===== src/rtl/gate_stim_seq.sv =====
// Stimulus sequencer for a 2-input AND gate: walks AB through four patterns, samples the
// gate result at the end of each hold window and counts mismatches.
module gate_stim_seq #(
  parameter int unsigned HOLD_CYCLES = 50,
  parameter int unsigned ERR_W       = 4
) (
  input  logic             clk,
  input  logic             rst_n,
  input  logic             start,
  input  logic             gray_mode,
  input  logic             x_in,
  output logic             a_out,
  output logic             b_out,
  output logic             busy,
  output logic             done,
  output logic [ERR_W-1:0] err_cnt,
  output logic             pass
);

  localparam int unsigned HoldW = $clog2(HOLD_CYCLES);
  localparam logic [HoldW-1:0] HoldLast = HoldW'(HOLD_CYCLES - 1);

  typedef enum logic [1:0] {
    StIdle  = 2'd0,
    StDrive = 2'd1,
    StFin   = 2'd2
  } state_e;

  state_e           state_q, state_d;
  logic [1:0]       step_q, step_d;
  logic [HoldW-1:0] hold_q, hold_d;
  logic             gray_q, gray_d;
  logic             a_q, a_d;
  logic             b_q, b_d;
  logic             busy_q, busy_d;
  logic             done_q, done_d;
  logic             pass_q, pass_d;
  logic [ERR_W-1:0] err_q, err_d;

  logic hold_last;
  logic mismatch;
  logic err_full;

  // Gray order 00,01,11,10 is the binary index with bit 0 xor-ed by bit 1.
  function automatic logic [1:0] pattern(input logic [1:0] idx, input logic gray);
    return gray ? {idx[1], idx[1] ^ idx[0]} : idx;
  endfunction

  assign hold_last = (hold_q == HoldLast);
  assign mismatch  = (x_in != (a_q & b_q));
  assign err_full  = &err_q;

  always_comb begin
    state_d = state_q;
    step_d  = step_q;
    hold_d  = hold_q;
    gray_d  = gray_q;
    a_d     = a_q;
    b_d     = b_q;
    busy_d  = busy_q;
    done_d  = 1'b0;
    pass_d  = pass_q;
    err_d   = err_q;

    unique case (state_q)
      StIdle: begin
        if (start) begin
          state_d    = StDrive;
          step_d     = 2'd0;
          hold_d     = '0;
          err_d      = '0;
          pass_d     = 1'b0;
          gray_d     = gray_mode;
          {a_d, b_d} = pattern(2'd0, gray_mode);
          busy_d     = 1'b1;
        end
      end
      StDrive: begin
        if (hold_last) begin
          hold_d = '0;
          if (mismatch && !err_full) begin
            err_d = err_q + ERR_W'(1);
          end
          if (step_q == 2'd3) begin
            state_d    = StFin;
            step_d     = 2'd0;
            {a_d, b_d} = 2'b00;
            done_d     = 1'b1;
            // Verdict includes the final sample taken on this same edge.
            pass_d     = (err_d == '0);
          end else begin
            step_d     = step_q + 2'd1;
            {a_d, b_d} = pattern(step_q + 2'd1, gray_q);
          end
        end else begin
          hold_d = hold_q + HoldW'(1);
        end
      end
      StFin: begin
        state_d = StIdle;
        busy_d  = 1'b0;
      end
      default: begin
        state_d = StIdle;
      end
    endcase
  end

  always_ff @(posedge clk) begin
    if (!rst_n) begin
      state_q <= StIdle;
      step_q  <= 2'd0;
      hold_q  <= '0;
      gray_q  <= 1'b0;
      a_q     <= 1'b0;
      b_q     <= 1'b0;
      busy_q  <= 1'b0;
      done_q  <= 1'b0;
      pass_q  <= 1'b0;
      err_q   <= '0;
    end else begin
      state_q <= state_d;
      step_q  <= step_d;
      hold_q  <= hold_d;
      gray_q  <= gray_d;
      a_q     <= a_d;
      b_q     <= b_d;
      busy_q  <= busy_d;
      done_q  <= done_d;
      pass_q  <= pass_d;
      err_q   <= err_d;
    end
  end

  assign a_out   = a_q;
  assign b_out   = b_q;
  assign busy    = busy_q;
  assign done    = done_q;
  assign err_cnt = err_q;
  assign pass    = pass_q;

endmodule


===== config.mk =====
export PLATFORM = sky130hd
export DESIGN_NAME = gate_stim_seq
export DESIGN_NICKNAME = d
export VERILOG_FILES = /design/src/rtl/gate_stim_seq.sv
export SDC_FILE = /design/constraint.sdc
export NUM_CORES = 1
export LEC_CHECK = 0
export CORE_UTILIZATION = 55
export CTS_BUF_LIST = sky130_fd_sc_hd__clkbuf_8
export CTS_CLUSTER_SIZE = 16
export DETAILED_ROUTE_END_ITERATION = 16
export PLACE_DENSITY = 0.78
export SLEW_MARGIN = 0
export SYNTH_ARGS = -nofsm -noshare
export SYNTH_HDL_FRONTEND = slang
export SYNTH_SLANG_ARGS = --single-unit

===== constraint.sdc =====
create_clock -name clk -period 4 [get_ports clk]
set_input_delay 1 -clock clk [delete_from_list [all_inputs] [get_ports clk]]
set_output_delay 1 -clock clk [all_outputs]
set_load 0.1 [all_outputs]

==> results.json <==
{
  "status": "finished, final reports clean",
  "syn_area_sq_um": 1000,
  "ant_nets": 0,
  "slew_headroom_pct": 33.7,
  "internal-power_uw": 277,
  "post-cts-setup-buffers": 0,
  "syn_area_per_cell_sq_um": 8.88,
  "p_leak_uw": 0.000457,
  "finalSetupViolCount": 0,
  "clock_latency_ps": 250,
  "worstMarginPinSlew_ps": 992,
  "r2r_cells": 5,
  "portBuffers": 13,
  "path_depth": 1,
  "syn_nets": 122,
  "reg2reg_slack_ps": 2360,
  "final_cell_mix": "19 x dfxtp_1, 13 x clkdlybuf4s50_1, 11 x o21ai_0, 10 x nand3_1, 8 x nor2b_1",
  "holdCritPathClass": "reg2reg",
  "r2r-start": "state_q[0]",
  "top_layer": "met4",
  "ys_types": 35,
  "die-area_sq_um": 2000,
  "worstPathMaxFanout": 6,
  "setup_tns_ps": 0,
  "largest_register": "hold_q",
  "grt_pass1_vias": 748,
  "switching_share_pct": 24.9,
  "grt_antenna_before_repair": 0,
  "cts_buffers": 3,
  "via_count": 845,
  "firstDrtPassIters": 4,
  "start_kind": "flop",
  "seq_area_frac_synth_pct": 37.9,
  "crit_arrival_ps": 1940,
  "worstSetupEndpoint": "a_out",
  "n_fill_cell": 141,
  "wl_met1_mm": 1.00,
  "async_reset_ff_share_pct": 0,
  "r2r-end": "b_out",
  "crit_family": "buffers and inverters",
  "io_pins": 14,
  "routabilityCongestion": 0.797,
  "ir_drop_uv": 285,
  "wl_met2_um": 896,
  "crit_start": "a_out",
  "crit_path_cell_trace": "clkdlybuf4s50_1",
  "drt-total-wl_mm": 1.99,
  "hpwl_mm": 1.48,
  "core_area_sq_um": 1730,
  "holdWs_ps": 482,
  "largest_register_ffs": 6,
  "fp.dieH_um": 44.7,
  "critPathMaxStageDelay_ps": 1210,
  "layout.nets": 137,
  "clock_power_share_pct": 36.3,
  "grt_first_pass_wirelength_mm": 3.35,
  "num_antenna_cells": 0,
  "p_switching_uw": 91.9,
  "p_comb_share_pct": 10.8,
  "grt_use_total_pct": 23.3,
  "finalCritPeriodShare_pct": 73.6,
  "rows": 15,
  "cts_sinks": 19,
  "slew_violations": 0,
  "synthAdderAreaFrac_pct": 4.99,
  "worstSetupPathType": "reg2out",
  "htree_num_levels": 1,
  "synth_top_family_by_area": "simple AND/OR/NAND/NOR gates",
  "synth_edf_count": 0,
  "hold_viol_final": 0,
  "rsz0062_at_grt": "no",
  "drc": 0,
  "synth_compound_area_share_pct": 22.7,
  "gr-total-overflow": 0,
  "wl_per_cell_um": 13.1,
  "cts_buffer_depth": 2,
  "start_util_pct": 58.1,
  "power_density_nw_per_um2": 308,
  "final_core_util_pct": 69.4,
  "fmax_ghz": 0.340,
  "endpoint_kind": "output pin",
  "layout-drive-gt1-share_pct": 10.2,
  "dp_cells": 148,
  "mostFrequentLayoutCell": "dfxtp_1",
  "synthSimpleGateAreaFrac_pct": 28.9,
  "die_x_um": 44.7,
  "synth_seq_cells": 19,
  "area_delta_synth_final_pct": 19.5,
  "worst-path-buf-inv": 1,
  "cpMaxStageDelayCell": "clkdlybuf4s50_1",
  "cap_violations": 0,
  "fin_cells": 152,
  "grt_max_degree": 21,
  "cts_resized": 0,
  "clock-skew-final_ps": 1.27,
  "met3WireLength_um": 53,
  "cts.clk_slew.worst_paths_ps": 70,
  "period_minus_slack_ps": 2940,
  "cts_tree": "yes",
  "synthCells": 113,
  "seqPwrFrac_pct": 53.0,
  "cts_root_buf": "clkbuf_8",
  "synth.mux.area_fraction_pct": 3.49,
  "required_ps": 3000,
  "synth_xor_area_share_pct": 0,
  "drt_iter0_drc": 15,
  "synth-main-ff-cell": "dfxtp_1",
  "p_total_uw": 369,
  "yosysWarnings": 0,
  "cts_hold_buf": 0,
  "viasPerCell": 5.56
}
## logic make-up (layout without fill, tap and decap cells)
family / count (synthesis) / in the layout
simple gates: 50 / 50
compound gates: 32 / 32
flops: 19 / 19
buf+inv: 5 / 19
fa+ha+maj: 4 / 4
mux: 3 / 3
## metal layers
layer	vias to the layer above	track usage, %
met5	-	0
met2	15	33.8
li1	445	-
met3	4	2.40
met1	381	33.3
met4	0	13.9
## power by group through the flow
stage / logic, uW / clock network [uW] / registers (uW)
after CTS: 39.7 / 137 / 196
after global placement: 39.0 / 0 / 200
after floorplan: 22.5 / 0 / 205
final: 39.7 / 134 / 196
after detailed placement: 39.5 / 0 / 200
after global routing: 44.0 / 143 / 196
## synth_stat cells, drive strengths merged (3+ instances only)
cell type / n / area share (%)
dfxtp: 19 / 38
o21ai: 12 / 6.4
nand3: 10 / 5.0
nor2b: 8 / 5.0
nand2: 7 / 2.6
a21boi: 6 / 6.0
nor2: 5 / 1.9
a31oi: 4 / 2.5
and3: 4 / 3.0
ha: 4 / 5.0
nor3: 4 / 2.0
and2: 3 / 1.9
nand3b: 3 / 2.2
## worst min path at each step
stage	startpoint	end	slack (ps)	cells after the start
floorplan	hold_q[5]	hold_q[5]	430	1
global placement	hold_q[5]	hold_q[5]	460	1
detailed placement	hold_q[5]	hold_q[5]	460	1
CTS	hold_q[5]	hold_q[5]	480	1
global route	hold_q[5]	hold_q[5]	510	1
finish	hold_q[5]	hold_q[5]	480	1
## final cells by class
cell class / count / area, sq um / area share [%]
inverters: 2 / 7.51 / 0.626
flip-flops and latches: 19 / 380 / 31.7
multi-input cells: 89 / 603 / 50.3
clock buffers: 3 / 41.3 / 3.44
clock inverters: 1 / 5.00 / 0.418
repair buffers: 13 / 130 / 10.9
well taps: 25 / 31.3 / 2.61
## per-stage QoR
stage	setup slack [ps]	area [sq um]
2_1_floorplan	1890	1000
3_3_place_gp	1400	1150
3_5_place_dp	1350	1150
4_1_cts	1060	1200
5_1_grt	1010	1200
6_report	1060	1200
(Power assumes the default switching activity.)
